### src/rtl/led_bar_pkg.sv
// Shared types and helpers for the LED bar controller.
package led_bar_pkg;

  typedef enum logic [1:0] {
    ST_EMPTY = 2'd0,
    ST_MID   = 2'd1,
    ST_FULL  = 2'd2
  } lvl_state_e;

  localparam logic MODE_FILL = 1'b0;
  localparam logic MODE_DOT  = 1'b1;

  function automatic int unsigned level_w(input int unsigned width);
    return $clog2(width + 1);
  endfunction

endpackage

### src/rtl/btn_conditioner.sv
// Push-button conditioning: synchronise, debounce, one-pulse and optional auto-repeat.
module btn_conditioner #(
  parameter int unsigned DEB_CYCLES    = 1_000_000,
  parameter int unsigned REPEAT_EN     = 1,
  parameter int unsigned HOLD_CYCLES   = 50_000_000,
  parameter int unsigned REPEAT_CYCLES = 10_000_000
) (
  input  logic clk,
  input  logic rst,
  input  logic btn,
  output logic step_c
);

  localparam int unsigned DEB_W  = $clog2(DEB_CYCLES + 1);
  localparam int unsigned HOLD_W = $clog2(HOLD_CYCLES + 1);
  localparam int unsigned RPT_W  = $clog2(REPEAT_CYCLES + 1);

  logic              sync1_q, sync1_d;
  logic              sync2_q, sync2_d;
  logic              deb_q, deb_d;
  logic              deb_prev_q, deb_prev_d;
  logic              rpt_q, rpt_d;
  logic [DEB_W-1:0]  deb_cnt_q, deb_cnt_d;
  logic [HOLD_W-1:0] hold_cnt_q, hold_cnt_d;
  logic [RPT_W-1:0]  rpt_cnt_q, rpt_cnt_d;
  logic              rise;
  logic              rpt_fire;

  always_comb begin
    sync1_d    = btn;
    sync2_d    = sync1_q;
    deb_d      = deb_q;
    deb_cnt_d  = '0;
    deb_prev_d = deb_q;
    hold_cnt_d = '0;
    rpt_cnt_d  = '0;
    rpt_d      = 1'b0;
    rpt_fire   = 1'b0;

    // Count consecutive cycles of disagreement; any agreement restarts it.
    if (sync2_q != deb_q) begin
      if (deb_cnt_q == DEB_W'(DEB_CYCLES - 1)) begin
        deb_d = sync2_q;
      end else begin
        deb_cnt_d = deb_cnt_q + DEB_W'(1);
      end
    end

    rise = deb_q & ~deb_prev_q;

    // Hold phase waits HOLD_CYCLES after the edge pulse, then repeat phase ticks.
    if ((REPEAT_EN != 0) && deb_q) begin
      if (rise) begin
        hold_cnt_d = HOLD_W'(1);
      end else if (!rpt_q) begin
        if (hold_cnt_q == HOLD_W'(HOLD_CYCLES)) begin
          rpt_fire  = 1'b1;
          rpt_d     = 1'b1;
          rpt_cnt_d = RPT_W'(1);
        end else begin
          hold_cnt_d = hold_cnt_q + HOLD_W'(1);
        end
      end else begin
        rpt_d = 1'b1;
        if (rpt_cnt_q == RPT_W'(REPEAT_CYCLES)) begin
          rpt_fire  = 1'b1;
          rpt_cnt_d = RPT_W'(1);
        end else begin
          rpt_cnt_d = rpt_cnt_q + RPT_W'(1);
        end
      end
    end

    step_c = rise | rpt_fire;
  end

  always_ff @(posedge clk) begin
    if (rst) begin
      sync1_q    <= 1'b0;
      sync2_q    <= 1'b0;
      deb_q      <= 1'b0;
      deb_prev_q <= 1'b0;
      rpt_q      <= 1'b0;
      deb_cnt_q  <= '0;
      hold_cnt_q <= '0;
      rpt_cnt_q  <= '0;
    end else begin
      sync1_q    <= sync1_d;
      sync2_q    <= sync2_d;
      deb_q      <= deb_d;
      deb_prev_q <= deb_prev_d;
      rpt_q      <= rpt_d;
      deb_cnt_q  <= deb_cnt_d;
      hold_cnt_q <= hold_cnt_d;
      rpt_cnt_q  <= rpt_cnt_d;
    end
  end

endmodule

### src/rtl/led_bar_ctrl.sv
// LED bar controller: button conditioners, level FSM, mode register and LED decode.
module led_bar_ctrl
  import led_bar_pkg::*;
#(
  parameter int unsigned WIDTH         = 16,
  parameter int unsigned DEB_CYCLES    = 1_000_000,
  parameter int unsigned REPEAT_EN     = 1,
  parameter int unsigned HOLD_CYCLES   = 50_000_000,
  parameter int unsigned REPEAT_CYCLES = 10_000_000,
  parameter int unsigned WRAP          = 0
) (
  input  logic                      clk,
  input  logic                      rst,
  input  logic                      btn_l,
  input  logic                      btn_r,
  input  logic                      btn_m,
  output logic [WIDTH-1:0]          led,
  output logic [level_w(WIDTH)-1:0] level,
  output logic                      mode,
  output logic                      full,
  output logic                      empty
);

  localparam int unsigned LW = level_w(WIDTH);
  localparam logic [WIDTH-1:0] ONES     = '1;
  localparam logic [WIDTH-1:0] MSB_ONLY = WIDTH'(1) << (WIDTH - 1);

  logic step_l_c, step_r_c, step_m_c;

  lvl_state_e        state_q, state_d;
  logic [LW-1:0]     level_q, level_d;
  logic              mode_q, mode_d;
  logic [WIDTH-1:0]  led_q, led_d;
  logic              full_q, full_d;
  logic              empty_q, empty_d;

  btn_conditioner #(
    .DEB_CYCLES(DEB_CYCLES), .REPEAT_EN(REPEAT_EN),
    .HOLD_CYCLES(HOLD_CYCLES), .REPEAT_CYCLES(REPEAT_CYCLES)
  ) u_cond_l (.clk(clk), .rst(rst), .btn(btn_l), .step_c(step_l_c));

  btn_conditioner #(
    .DEB_CYCLES(DEB_CYCLES), .REPEAT_EN(REPEAT_EN),
    .HOLD_CYCLES(HOLD_CYCLES), .REPEAT_CYCLES(REPEAT_CYCLES)
  ) u_cond_r (.clk(clk), .rst(rst), .btn(btn_r), .step_c(step_r_c));

  btn_conditioner #(
    .DEB_CYCLES(DEB_CYCLES), .REPEAT_EN(0),
    .HOLD_CYCLES(HOLD_CYCLES), .REPEAT_CYCLES(REPEAT_CYCLES)
  ) u_cond_m (.clk(clk), .rst(rst), .btn(btn_m), .step_c(step_m_c));

  always_comb begin
    state_d = state_q;
    level_d = level_q;
    mode_d  = mode_q ^ step_m_c;
    led_d   = '0;

    // Simultaneous left/right steps cancel; end-of-range handled by explicit compare.
    if (step_l_c && !step_r_c) begin
      case (state_q)
        ST_FULL: if (WRAP != 0) level_d = '0;
        default: level_d = level_q + LW'(1);
      endcase
    end else if (step_r_c && !step_l_c) begin
      case (state_q)
        ST_EMPTY: if (WRAP != 0) level_d = LW'(WIDTH);
        default:  level_d = level_q - LW'(1);
      endcase
    end

    if (level_d == '0) begin
      state_d = ST_EMPTY;
    end else if (level_d == LW'(WIDTH)) begin
      state_d = ST_FULL;
    end else begin
      state_d = ST_MID;
    end

    // Bar and dot both grow from the MSB end.
    if (mode_d == MODE_DOT) begin
      led_d = (level_d == '0) ? '0 : (MSB_ONLY >> (level_d - LW'(1)));
    end else begin
      led_d = ~(ONES >> level_d);
    end

    full_d  = (state_d == ST_FULL);
    empty_d = (state_d == ST_EMPTY);
  end

  always_ff @(posedge clk) begin
    if (rst) begin
      state_q <= ST_EMPTY;
      level_q <= '0;
      mode_q  <= MODE_FILL;
      led_q   <= '0;
      full_q  <= 1'b0;
      empty_q <= 1'b1;
    end else begin
      state_q <= state_d;
      level_q <= level_d;
      mode_q  <= mode_d;
      led_q   <= led_d;
      full_q  <= full_d;
      empty_q <= empty_d;
    end
  end

  assign led   = led_q;
  assign level = level_q;
  assign mode  = mode_q;
  assign full  = full_q;
  assign empty = empty_q;

endmodule

### config.mk
export PLATFORM = sky130hd
export DESIGN_NAME = led_bar_ctrl
export DESIGN_NICKNAME = d
export VERILOG_FILES = /design/src/rtl/led_bar_pkg.sv /design/src/rtl/btn_conditioner.sv /design/src/rtl/led_bar_ctrl.sv
export SDC_FILE = /design/constraint.sdc
export NUM_CORES = 1
export LEC_CHECK = 0
export BUFFER_PORTS_ARGS = -buffer_cell sky130_fd_sc_hd__buf_4
export CORE_MARGIN = 2
export CORE_UTILIZATION = 56
export CTS_CLUSTER_SIZE = 30
export DETAILED_ROUTE_END_ITERATION = 12
export PLACE_DENSITY = 0.81
export SLEW_MARGIN = 20
export SYNTH_ARGS = -nofsm -noshare
export SYNTH_HDL_FRONTEND = slang
export SYNTH_SLANG_ARGS = --single-unit
export TNS_END_PERCENT = 100
### constraint.sdc
create_clock -name clk -period 4.6 [get_ports clk]
set_input_delay 1.15 -clock clk [delete_from_list [all_inputs] [get_ports clk]]
set_output_delay 1.15 -clock clk [all_outputs]
set_load 0.05 [all_outputs]
Yosys cells after proc, flatten, opt, wreduce, memory -nomap -nowiden:

Index checks and enable logic that the tools add are counted.

* register bits: 200
* input port bits: 5
* memory bits (writable): 0
* memories kept: 0
* bits in latches: 0
* ROM bits: 0
* word-level logic and storage cells: 120
* output and inout port bits: 24

* multiplexer cells: 32
* eq/ne operators: 13
* shift operators: 2
* div/mod/pow operators: 0
* add/subtract/negate cells: 10
* multipliers: 0
* reduce and logical (&&, ||, !) cells: 19
* magnitude comparators: 0
* bitwise gates (word level): 15

Operator list (count)
* two-way mux 24 bit: 4
* adder 20 x 1 -> 20 bit (second input constant): 3
* equality test 20 bit (second input constant): 3
* adder 26 x 1 -> 26 bit (second input constant): 2
* equality test 26 bit (second input constant): 2
* adder 24 x 1 -> 24 bit (second input constant): 2
* equality test 24 bit (second input constant): 2
* two-way mux 16 bit: 2
* right shift 16 x 5 -> 16 bit (first input constant): 2
* two-way mux 1 bit: 20
* two-way mux 5 bit: 4
* inverter 16 bit: 1
* OR reduction 3 bit: 5
* OR reduction 5 bit: 2
* subtractor 5 x 1 -> 5 bit (second input constant): 2
* inverter 1 bit: 8
* AND reduction 2 bit: 3
* adder 5 x 1 -> 5 bit (second input constant): 1
* equality test 5 bit (second input constant): 1
* logical NOT 5 bit: 1
* equality test 2 bit (second input constant): 2
* logical NOT 2 bit: 2
* two-way mux 2 bit: 2
* OR reduction 2 bit: 2
* 6 further kinds: 13

Depth between registers and ports, before layout:

* depth after elaboration: 14
* depth in mapped cells: 15
* mapped depth without buffers: 15

By module:

From an unflattened synthesis, not the netlist that was laid out.

* cell total of the unflattened synthesis: 1047
* area total of the unflattened synthesis: 9271.4 µm²

Modules (own cells, without submodules)
* btn_conditioner (u_cond_l ...): area an instance 3403.3 µm², cells an instance 389, seq. area each 1501.4 µm², instances 2
* led_bar_ctrl: area an instance 1413.9 µm², cells an instance 153, seq. area each 500.5 µm², instances 1
* btn_conditioner (u_cond_m): area an instance 1051.0 µm², cells an instance 116, seq. area each 480.5 µm², instances 1

Worst setup path after synthesis:

No wires, ideal clock.

* path kind: register to register
* from: reg u_cond_r.rpt_cnt_q[0]
* to: reg led_q[0], in the netlist led[0]
* arrival time: 3.212 ns
* buffers on the path: 0
* stages on the path, launching flop included: 16
* period minus slack after synthesis: 3.279 ns
* setup time: 0.067 ns
* required time: 4.533 ns
* slack: 1.321 ns
* cell sequence: dfxtp_1 > inv_1 > ha_1 > nand3b_1 > nor4_4 > a221oi_1 > o221ai_4 > or2b_4 > or3_1 > o211a_4 > clkinv_4 > ha_1 > nor2_1 > nand2_1 > or4_4 > o21ai_2

* word-level cells in the longest chain between the ends: 13
* elaborated cells between the ends (all ways): 18
* classes of those cells: 1 x add/sub; 1 x eq/ne; 2 x shift; 8 x mux; 2 x bitwise; 4 x reduce/logical

Ends and longest elaborated chain
* start: declaration: line btn_conditioner.sv:25 `logic [RPT_W-1:0] rpt_cnt_q, rpt_cnt_d;`
* start signal: assignment: line btn_conditioner.sv:95 `rpt_cnt_q <= rpt_cnt_d;`
* equality test 24 bit (*): line btn_conditioner.sv:65 `if (rpt_cnt_q == RPT_W'(REPEAT_CYCLES)) begin`
* two-way mux 1 bit (*): line btn_conditioner.sv:65
* two-way mux 1 bit (*): line btn_conditioner.sv:55 `end else if (!rpt_q) begin`
* two-way mux 1 bit (*): line btn_conditioner.sv:53 `if (rise) begin`
* two-way mux 1 bit (*): line btn_conditioner.sv:52 `if ((REPEAT_EN != 0) && deb_q) begin`
* bitwise OR 1 bit (*): line btn_conditioner.sv:74 `step_c = rise | rpt_fire;`
* logical AND 1 bit or logical NOT 1 bit (tied branches): line led_bar_ctrl.sv:64, led_bar_ctrl.sv:59
* two-way mux 5 bit or logical AND 1 bit (tied branches): line led_bar_ctrl.sv:64, led_bar_ctrl.sv:59
* two-way mux 5 bit (*): line led_bar_ctrl.sv:59 `if (step_l_c && !step_r_c) begin`
* subtractor 5 x 1 -> 5 bit: line led_bar_ctrl.sv:81 `led_d = (level_d == '0) ? '0 : (MSB_ONLY >> (level_d - LW'(1)));`
* right shift 16 x 5 -> 16 bit: line led_bar_ctrl.sv:81
* two-way mux 16 bit: line led_bar_ctrl.sv:81
* two-way mux 16 bit (*): line led_bar_ctrl.sv:80 `if (mode_d == MODE_DOT) begin`
* end signal: assignment: line led_bar_ctrl.sv:102 `led_q <= led_d;`
* end: declaration: line led_bar_ctrl.sv:33 `logic [WIDTH-1:0] led_q, led_d;`

Mark *: on every way between the ends. The rest lies on a longest branch, timed or not.
A chain may end at the register's enable or synchronous reset.

Worst setup path in the final report:

* from: reg u_cond_r.hold_cnt_q[17]
* to: reg led_q[0], in the netlist led[0]

* word-level cells in the longest chain between the ends: 13
* elaborated cells between the ends (all ways): 18
* classes of those cells: 1 x add/sub; 1 x eq/ne; 2 x shift; 8 x mux; 2 x bitwise; 4 x reduce/logical

Ends and longest elaborated chain
* start: declaration: line btn_conditioner.sv:24 `logic [HOLD_W-1:0] hold_cnt_q, hold_cnt_d;`
* start signal: assignment: line btn_conditioner.sv:94 `hold_cnt_q <= hold_cnt_d;`
* equality test 26 bit (*): line btn_conditioner.sv:56 `if (hold_cnt_q == HOLD_W'(HOLD_CYCLES)) begin`
* two-way mux 1 bit (*): line btn_conditioner.sv:56
* two-way mux 1 bit (*): line btn_conditioner.sv:55
* two-way mux 1 bit (*): line btn_conditioner.sv:53
* two-way mux 1 bit (*): line btn_conditioner.sv:52
* bitwise OR 1 bit (*): line btn_conditioner.sv:74
* logical AND 1 bit or logical NOT 1 bit (tied branches): line led_bar_ctrl.sv:64, led_bar_ctrl.sv:59
* two-way mux 5 bit or logical AND 1 bit (tied branches): line led_bar_ctrl.sv:64, led_bar_ctrl.sv:59
* two-way mux 5 bit (*): line led_bar_ctrl.sv:59
* subtractor 5 x 1 -> 5 bit: line led_bar_ctrl.sv:81
* right shift 16 x 5 -> 16 bit: line led_bar_ctrl.sv:81
* two-way mux 16 bit: line led_bar_ctrl.sv:81
* two-way mux 16 bit (*): line led_bar_ctrl.sv:80

Marks and branches as above.

==> flow_metrics.py <==
metrics = {
    "run_status": {
        "status": "finished clean",
    },
    "setup_path": {
        "path_max_fanout": 6,
        "crit_required_ns": 4.97,
        "worst_setup_path_start_kind": "flop",
        "path_class": "flop to flop",
        "end_kind": "flop",
        "worstPathArrival_ns": 3.98,
    },
    "global_routing": {
        "grt_max_degree": 32,
        "track_usage_pct": 20.81,
        "grt_pass1_wl_um": 28790,
        "antenna_found_initial": 0,
        "grt_overflow": 0,
        "first_global_vias": 6497,
    },
    "cts": {
        "cts_hold_buf": 0,
        "path_clk_slew_ns": 0.07,
        "cts_setup_buffers": 0,
        "cts_resized": 0,
        "htreeDepth": 4,
        "clk_path_buf_depth": 2,
        "cts_tree": "yes",
        "cts.sinks": 199,
        "cts-buffers-inserted": 17,
        "cts-root-buf": "clkbuf_16",
        "clk_latency_ns": 0.44,
    },
    "power_and_ir_drop": {
        "intPower_uw": 2508,
        "seq_power_share_pct": 54.0,
        "ir_drop_uv": 284.9,
        "leakagePower_uw": 0.003318,
        "p_switching_uw": 689.5,
        "sw_frac_of_total_pct": 21.57,
        "clock_power_share_pct": 45.4,
        "p_per_area_nw_per_um2": 323.8,
        "comb_power_share_pct": 0.6,
        "finalPower_uw": 3197,
    },
    "floorplanning": {
        "dieArea_um2": 16900,
        "start_util_pct": 56.58,
        "core_area_um2": 15710,
        "die_x_um": 130.0,
        "pin_count": 29,
        "die_h_um": 130.0,
        "num_rows": 46,
    },
    "synth": {
        "netlist_area_um2": 8890,
        "synth_seq_area_share_pct": 44.81,
        "synth.area.top_cells": "dfxtp_1 (45%), nor2_1 (8.0%), xor2_1 (7.8%)",
        "postSynth.asyncResetShare_pct": 0,
        "netlist.top_cell.by_area": "dfxtp_1",
        "synth_top_area_share_pct": 44.81,
        "synth_seq_cells": 199,
        "synth_cell_types": 73,
        "syn_area_per_cell_um2": 8.793,
        "yosysWarnings": 0,
        "synth_fp_nets": 1031,
        "synth-edff-count": 0,
        "synth-main-ff-cell": "dfxtp_1",
        "syn_inst": 1011,
    },
    "sta": {
        "worst_slew_pin_slew_ns": 0.9715,
        "rsz0062_at_grt": "false",
        "maxSlewHeadroom_pct": 35.04,
        "tns_ns": 0,
        "clock_skew_ns": 0.01104,
        "slew_viol_final": 0,
        "setup_viol": 0,
        "hold_viol": 0,
        "period_share_pct": 78.28,
        "period_minus_slack_ns": 3.601,
        "fmax_mhz": 277.7,
        "holdWs_ns": 0.4564,
    },
    "placement": {
        "post-dp-hpwl_um": 11570,
        "place_area_um2": 9296,
        "port-buffer-count": 28,
        "place.gp.congestion": 0.8643,
    },
    "drt": {
        "num_vias": 6859,
        "drt_iter0_drc": 483,
        "drtPass1Iterations": 4,
        "wirelength_um": 16630,
        "drc": 0,
        "wire_per_inst_um": 13.11,
        "viasPerCell": 5.409,
        "ant_nets": 0,
    },
    "layout": {
        "antenna_cells": 0,
        "fin_area_um2": 9873,
        "drive_gt1_share_pct": 8.365,
        "nets": 1059,
        "layout_common_cells": "dfxtp_1 (199), nor2_1 (189), nand2_1 (79), xor2_1 (79), nand3_1 (65)",
        "layout_commonest_cell": "dfxtp_1",
        "syn_to_final_growth_pct": 11.06,
    },
    "min_path": {
        "hold_class": "flop to flop",
    },
    "job": {
        "drv_cap": 0,
    },
}
[through the flow]
stage | std cells | utilization, % | worst slack (ns)
detailed placement | 1236 | 59.17 | 1.009
global route | 1268 | 62.84 | 0.8040
finish | 1268 | 62.84 | 0.9991
CTS | 1268 | 62.84 | 0.9818
global placement | 1236 | 59.17 | 1.082
floorplan | 1011 | - | 1.321
[critical path: stages (launching register included)]
cell	delay [ns]
dfxtp_1	0.37
or4bb_1	0.52
nor4_2	0.39
a221oi_1	0.21
o221ai_4	0.30
or2b_4	0.19
or3_1	0.12
o211a_4	0.20
clkinv_4	0.08
ha_1	0.33
nor2_1	0.19
nand2_1	0.13
or4_4	0.46
o21ai_2	0.06
[per-layer routing]
layer,GRT usage (%),wire [um]
met5,0,0
met4,7.274,233
met3,4.756,616
met1,26.24,7930
met2,35.17,7848
[power by group through the flow]
stage	clock (uW)	sequential [uW]	combinational, uW
floorplan	0	1770	12.9
global placement	0	1770	18.7
detailed placement	0	1770	19.0
CTS	1480	1730	19.2
global route	1550	1730	20.9
finish	1450	1730	18.9
[cell type report]
type	count	area, um^2
multi-input cells	759	4696
inverters	33	128.9
well taps	216	270.3
fillers	1308	5839
clock buffers	18	439.2
clock inverters	14	137.6
flip-flops and latches	199	3984
repair buffers	29	217.7
[synth_stat cells, types with 6 or more instances]
cell	count
ha_1	15
o21ai_1	7
o21ai_0	27
nand2_1	79
clkbuf_1	17
nor4b_1	8
nor3_1	9
inv_1	31
nand4_1	27
and3_1	43
nand3_1	65
xnor2_1	55
nor2b_1	10
or3_1	23
dfxtp_1	199
a21oi_1	26
nor2_1	189
nor4_1	8
xor2_1	79
and2_1	6
[cell families after synthesis]
kind of cell,share of synthesized area [%]
AND/OR/NAND/NOR,29.40
flip-flops,44.81
adder cells (fa/ha/maj),2.111
XOR/XNOR,13.57
buffers and inverters,2.365
AO/OA/AOI/OAI,7.277
multiplexers,0.4645
[flip-flops by register name, summed over array words and instances, names as in the netlist, 5 cells and up]
signal / flops
u_cond_l.hold_cnt_q: 26
u_cond_r.rpt_cnt_q: 24
u_cond_r.hold_cnt_q: 26
u_cond_m.deb_cnt_q: 20
u_cond_r.deb_cnt_q: 20
u_cond_l.rpt_cnt_q: 24
u_cond_l.deb_cnt_q: 20
led: 16
level: 5
[final timing paths]
kind	start	end	slack [ns]	cells after the start
setup / recovery	u_cond_r.hold_cnt_q[17]	led[0]	1.0	13
hold / removal	u_cond_l.sync1_q	u_cond_l.sync2_q	0.46	1
setup reg to reg	u_cond_r.hold_cnt_q[17]	led[0]	1.0	13
hold reg to reg	u_cond_l.sync1_q	u_cond_l.sync2_q	0.46	1
Power figures use the tool's default switching activity.
